[config.mk]
export PLATFORM = sky130hd
export DESIGN_NAME = pipeline_stall_controller
export DESIGN_NICKNAME = d
export VERILOG_FILES = /design/src/rtl/pipeline_stall_controller_pkg.sv /design/src/rtl/pipeline_stall_controller_sat_counter.sv /design/src/rtl/pipeline_stall_controller.sv
export SDC_FILE = /design/constraint.sdc
export NUM_CORES = 1
export LEC_CHECK = 0
export BUFFER_PORTS_ARGS = -buffer_cell sky130_fd_sc_hd__buf_2
export CORE_MARGIN = 2
export CORE_UTILIZATION = 41
export CTS_BUF_LIST = sky130_fd_sc_hd__clkbuf_8 sky130_fd_sc_hd__clkbuf_16
export DETAILED_ROUTE_END_ITERATION = 6
export PLACE_DENSITY = 0.65
export REMOVE_ABC_BUFFERS = 1
export SLEW_MARGIN = 20
export SYNTH_ARGS = -nofsm -noshare
export SYNTH_HDL_FRONTEND = slang
export SYNTH_SLANG_ARGS = --single-unit
export TNS_END_PERCENT = 100
[constraint.sdc]
create_clock -name clk -period 1.95 [get_ports clk]
set_input_delay 0.0975 -clock clk [delete_from_list [all_inputs] [get_ports clk]]
set_output_delay 0.0975 -clock clk [all_outputs]
set_load 0.01 [all_outputs]
[src/rtl/pipeline_stall_controller_pkg.sv]
// Shared types and constants for the pipeline stall controller: FSM state
// encoding, the bundled per-stage control word and the default watchdog limit.
package pipeline_stall_controller_pkg;

  typedef enum logic [1:0] {
    ST_RUN      = 2'd0,
    ST_HAZ      = 2'd1,
    ST_MEM_WAIT = 2'd2
  } state_t;

  typedef struct packed {
    logic pc_freeze;
    logic if_id_freeze;
    logic if_id_flush;
    logic id_exe_bubble;
    logic pipe_freeze;
  } ctrl_t;

  localparam ctrl_t CTRL_IDLE     = '{pc_freeze: 1'b0, if_id_freeze: 1'b0, if_id_flush: 1'b0,
                                      id_exe_bubble: 1'b0, pipe_freeze: 1'b0};
  localparam ctrl_t CTRL_MEM_WAIT = '{pc_freeze: 1'b1, if_id_freeze: 1'b1, if_id_flush: 1'b0,
                                      id_exe_bubble: 1'b0, pipe_freeze: 1'b1};
  localparam ctrl_t CTRL_FLUSH    = '{pc_freeze: 1'b0, if_id_freeze: 1'b0, if_id_flush: 1'b1,
                                      id_exe_bubble: 1'b1, pipe_freeze: 1'b0};
  localparam ctrl_t CTRL_HAZARD   = '{pc_freeze: 1'b1, if_id_freeze: 1'b1, if_id_flush: 1'b0,
                                      id_exe_bubble: 1'b1, pipe_freeze: 1'b0};

  localparam int DEFAULT_MEM_TIMEOUT = 64;

endpackage

[src/rtl/pipeline_stall_controller_sat_counter.sv]
// Width-parameterised up-counter that stops at MAX; clr wins over inc.
module sat_counter #(
  parameter int           W   = 8,
  parameter logic [W-1:0] MAX = '1
) (
  input  logic         clk,
  input  logic         rst,
  input  logic         clr,
  input  logic         inc,
  output logic [W-1:0] count
);

  logic [W-1:0] count_reg;

  always_ff @(posedge clk) begin
    if (!rst) begin
      count_reg <= '0;
    end else if (clr) begin
      count_reg <= '0;
    end else if (inc && (count_reg != MAX)) begin
      count_reg <= count_reg + W'(1);
    end
  end

  assign count = count_reg;

endmodule

[src/rtl/pipeline_stall_controller.sv]
// Turns hazard, taken-branch and SRAM-wait indications into per-stage freeze,
// flush and bubble controls; also keeps stall/flush statistics and a wait watchdog.
module pipeline_stall_controller
  import pipeline_stall_controller_pkg::*;
#(
  parameter int CNT_W       = 16,
  parameter int MEM_TIMEOUT = DEFAULT_MEM_TIMEOUT
) (
  input  logic             clk,
  input  logic             rst,
  input  logic             hazard,
  input  logic             branch_taken,
  input  logic             mem_req,
  input  logic             mem_ready,
  input  logic             stat_clr,
  output logic             pc_freeze,
  output logic             if_id_freeze,
  output logic             if_id_flush,
  output logic             id_exe_bubble,
  output logic             pipe_freeze,
  output logic [1:0]       state_o,
  output logic [CNT_W-1:0] stall_cnt,
  output logic [CNT_W-1:0] flush_cnt,
  output logic             mem_timeout
);

  localparam int WD_W = $clog2(MEM_TIMEOUT + 1);

  localparam logic [1:0] RUN      = ST_RUN;
  localparam logic [1:0] HAZ      = ST_HAZ;
  localparam logic [1:0] MEM_WAIT = ST_MEM_WAIT;

  logic            mem_wait;
  ctrl_t           ctrl;
  logic [1:0]      state_reg;
  logic [1:0]      state_next;
  logic [WD_W-1:0] wd_count;
  logic            mem_timeout_reg;

  assign mem_wait = mem_req & ~mem_ready;

  // A branch held during a memory wait is simply deferred: EXE is frozen so
  // branch_taken is still high when the wait ends.
  always_comb begin
    ctrl = CTRL_IDLE;
    if (rst) begin
      if (mem_wait) begin
        ctrl = CTRL_MEM_WAIT;
      end else if (branch_taken) begin
        ctrl = CTRL_FLUSH;
      end else if (hazard) begin
        ctrl = CTRL_HAZARD;
      end
    end
  end

  assign pc_freeze     = ctrl.pc_freeze;
  assign if_id_freeze  = ctrl.if_id_freeze;
  assign if_id_flush   = ctrl.if_id_flush;
  assign id_exe_bubble = ctrl.id_exe_bubble;
  assign pipe_freeze   = ctrl.pipe_freeze;

  always_comb begin
    state_next = RUN;
    if (mem_wait) begin
      state_next = MEM_WAIT;
    end else if (hazard && !branch_taken) begin
      state_next = HAZ;
    end
  end

  always_ff @(posedge clk) begin
    if (!rst) begin
      state_reg <= RUN;
    end else begin
      state_reg <= state_next;
    end
  end

  assign state_o = state_reg;

  sat_counter #(.W(CNT_W)) u_stall_cnt (
    .clk   (clk),
    .rst   (rst),
    .clr   (stat_clr),
    .inc   (ctrl.pc_freeze),
    .count (stall_cnt)
  );

  sat_counter #(.W(CNT_W)) u_flush_cnt (
    .clk   (clk),
    .rst   (rst),
    .clr   (stat_clr),
    .inc   (ctrl.if_id_flush),
    .count (flush_cnt)
  );

  // Watchdog counts consecutive wait cycles only; any non-wait cycle restarts it.
  sat_counter #(.W(WD_W), .MAX(WD_W'(MEM_TIMEOUT))) u_watchdog (
    .clk   (clk),
    .rst   (rst),
    .clr   (stat_clr | ~mem_wait),
    .inc   (mem_wait),
    .count (wd_count)
  );

  // Set on the same edge the watchdog reaches MEM_TIMEOUT, then sticky.
  always_ff @(posedge clk) begin
    if (!rst) begin
      mem_timeout_reg <= 1'b0;
    end else if (stat_clr) begin
      mem_timeout_reg <= 1'b0;
    end else if (mem_wait && (wd_count >= WD_W'(MEM_TIMEOUT - 1))) begin
      mem_timeout_reg <= 1'b1;
    end
  end

  assign mem_timeout = mem_timeout_reg;

endmodule

==> metrics.md <==
| Metric | Value |
|---|---|
| First-pass iteration count of the detailed router | 4 |
| Die ar. | a little under 6000 um2 |
| Layout cell share with drive strength beyond 1 | 24.47% |
| First-pass GRT wire length | 9577 um |
| Startpoint kind of the worst setup timing path | flop |
| Slack of the worst reg-to-reg path | between 0.1 and 0.15 ns |
| Starting density of the core | 42.58% |
| Clock tree from TritonCTS | yes |
| Die Span Y | approximately 77 um |
| Cell count after synthesis | approximately 270 |
| Most used standard cells in the synthesized netlist | dfxtp_1 (42), a21oi_1 (26), nand2_1 (23) |
| Length in cells of the worst reg-to-reg path | 5 |
| Final nets | roughly 340 |
| Overflow after GRT | 0 |
| CTS H-Tree Depth | 2 |
| Worst voltage drop across the vdd grid | approximately 0.3 mV |
| Vias | 2304 |
| Maximum number of pins on one net before global-route repair | 15 |
| Finished Cell Area | roughly 2700 um2 |
| Setup repair after global routing missed its margin | false |
| Crit path arrival time | 2.07 ns |
| Flop and latch count out of synthesis | 42 |
| Clk pwr share | 38.3% |
| Number of placement rows | 26 |
| Core ar. | 5140 um2 |
| Number of sinks on the clock net | 42 |
| Routability Congestion | 0.8222 |
| Die width | just under 80 um |
| PwrDens | 570.8 nW/um2 |
| Area after DPL | 2613 um2 |
| Sw frac | 23.87% |
| Required arrival time at the worst endpoint | about 2.2 ns |
| Top cell type by total area after synthesis | dfxtp_1 |
| Violation count after the first detailed-route iteration | 137 |
| DRC Markers | 0 |
| Count of antenna diodes in the layout | 0 |
| Share of the synthesized area in the top cell type | 38.42% |
| DRT antenna net count | 0 |
| Min Clock Period, post-route | 1.837 ns |
| Count of different cell masters after synthesis | 43 |
| Number of stages on the worst hold path | 3 |
| Startpoint of the worst-slack reg-to-reg timing path | u_flush_cnt.count[0] |
| Total negative slack | 0 ns |
| Buffers added on ports | 46 |
| Clock Root Buffer | clkbuf_8 |
| Share of synthesized area occupied by flip-flops and latches | 38.42% |
| Worst relative slew slack | 60.07% |
| Number of flops mapped to enable cells by yosys | 0 |
| GRT Resource Usage Total | 19.52% |
| Max-slew violation count | 0 |
| Clock edge transition at the registers on the reported setup and hold paths | ~0.08 ns |
| Worst Clk Skew | 0.008211 ns |
| Largest cells by area after synthesis | dfxtp_1 (38%), or4_1 (6.5%), a21oi_1 (5.9%) |
| Post-synthesis area per instance | 8.196 um2 |
| Hold path startpoint | hazard |
| Final setup violating endpoints | 0 |
| Via count of the first global-routing pass | 2095 |
| Number of hold-slack violations in the final timing report | 0 |
| Worst-path maximum fanout | 6 |
| Maximum Capacitance Violations | 0 |
| Final period util | 94.23% |
| Run status | finished clean |
| Final worst slack | 0.1126 ns |
| Sort of element at the end of the critical path | flop |
| Relative area change from synthesis to final layout | 23.90% |
| Pre-CTS setup slack | 0.07304 ns |
| Total clock buffers created by CTS | 5 |
| Vias per cell | 5.746 |
| Transition at the pin with the smallest max-transition slack | 0.5934 ns |
| Average detailed-routed wire length per instance | 13.98 um |
| Placed wire-length estimate after detailed placement | just over 4000 um |
| Number of antenna violations at the first check in global routing | 0 |
| Most used flip-flop cell after synthesis | dfxtp_1 |
| Post-synthesis instance area | 2188 um2 |
| Cell internal pwr | ~1.2 mW |
| Portion of total power attributed to sequential cells | 55.8% |
| YS warnings | 0 |
| Leakage dissipation | 1.006 nW |
| Path category of the worst min-delay check | input pin to flop |
| WS Path Type | flop to flop |
| Most used standard cell by instance count after synthesis | dfxtp_1 |
| Final Routed Wirelength | 5605 um |
| Insertion delay of the later-clocked pin in the worst-skew pair | 0.30 ns |
| CTS Buffer Depth | 2 |
| Crit Reg-Reg Endpoint | u_flush_cnt.count[10] |
| Comb pwr share | 5.8% |
| Hold Path Sink | state_o[0] |
| Maximum clock frequency | 544.3 MHz |
| Switching power | 0.3694 mW |
| Number of top-level pins | 47 |
| Proportion of register bits with asynchronous set or reset after synthesis | 0% |
==> critical path: stages, from the launching register on <==
cell and delay, ns:
dfxtp_1 0.35, ha_1 0.22, nand2_1 0.07, or4_4 0.52, or4_1 0.48, a21oi_1 0.14
==> worst max-delay path by stage <==
stage | startpoint | to | slack (ns) | cells after the start
after floorplan | u_flush_cnt.count[0] | u_flush_cnt.count[13] | -0.14 | 5
after global placement | u_flush_cnt.count[0] | u_flush_cnt.count[10] | 0.12 | 5
after detailed placement | u_flush_cnt.count[0] | u_flush_cnt.count[10] | 0.07 | 5
after CTS | u_flush_cnt.count[0] | u_flush_cnt.count[10] | 0.05 | 5
after global routing | u_flush_cnt.count[0] | u_flush_cnt.count[12] | 0.03 | 6
final | u_flush_cnt.count[0] | u_flush_cnt.count[10] | 0.11 | 5
==> final cells by class <==
class / count / area, um2
clock buffers: 6 / 82.58
multi-input cells: 204 / 1262
repair buffers: 67 / 387.9
flip-flops and latches: 42 / 840.8
well taps: 70 / 87.58
clock inverters: 2 / 12.51
inverters: 10 / 37.54
fillers: 546 / 2429
==> layer usage <==
layer / part of all wire (%) / global-route usage, % / up-vias
li1: - / - / 1152
met1: 49 / 27.11 / 1081
met2: 45 / 29.82 / 62
met3: 4.9 / 4.000 / 9
met4: 1.5 / 7.321 / 0
met5: 0 / 0 / -
==> stage by stage <==
step                      instances  hold slack (ns)  util, %  total power, mW
after CTS                       401          0.05773    52.68            1.566
final                           401          0.06077    52.75            1.548
after global routing            401          0.05346    52.75            1.615
after floorplan                 256           0.2243        -           0.9288
after global placement          393           0.3740    50.83           0.9733
after detailed placement        393           0.3737    50.83           0.9741
==> placed cells by master (no fill, tap or decap), types with 4 or more instances in the layout <==
cell	count
a21oi_1	26
and3_1	4
buf_2	46
buf_4	21
clkbuf_8	6
dfxtp_1	42
ha_1	4
inv_1	10
nand2_1	23
nand3_1	14
nand4_1	12
nor2_1	17
nor4_1	6
o21ai_0	10
o31ai_1	15
or3_1	7
or4_1	18
xnor2_1	4
==> logic make-up after synthesis <==
| logic type | share of synthesized area (%) |
|---|---|
| mux | 1.372 |
| fa+ha+maj | 2.287 |
| flops | 38.42 |
| xor+xnor | 2.001 |
| compound gates | 19.84 |
| buf+inv | 4.059 |
| simple gates | 32.02 |
==> power by group through the flow <==
| stage | clock network [mW] | registers [mW] | logic, mW |
|---|---|---|---|
| finish | 0.594 | 0.864 | 0.0905 |
| global route | 0.651 | 0.865 | 0.0995 |
| CTS | 0.612 | 0.864 | 0.0904 |
| detailed placement | 0 | 0.884 | 0.0901 |
| global placement | 0 | 0.884 | 0.0895 |
| floorplan | 0 | 0.886 | 0.0432 |
==> timing repair <==
| action | in CTS | in global routing |
|---|---|---|
| hold buffers | 0 | 0 |
| endpoints found under the hold margin | 0 | 0 |
| endpoints found under the setup margin | 0 | 2 |
| resized for setup | 0 | 1 |
| buffers inserted | 0 | 0 |
Note: power is estimated with default switching activity, not from simulation.
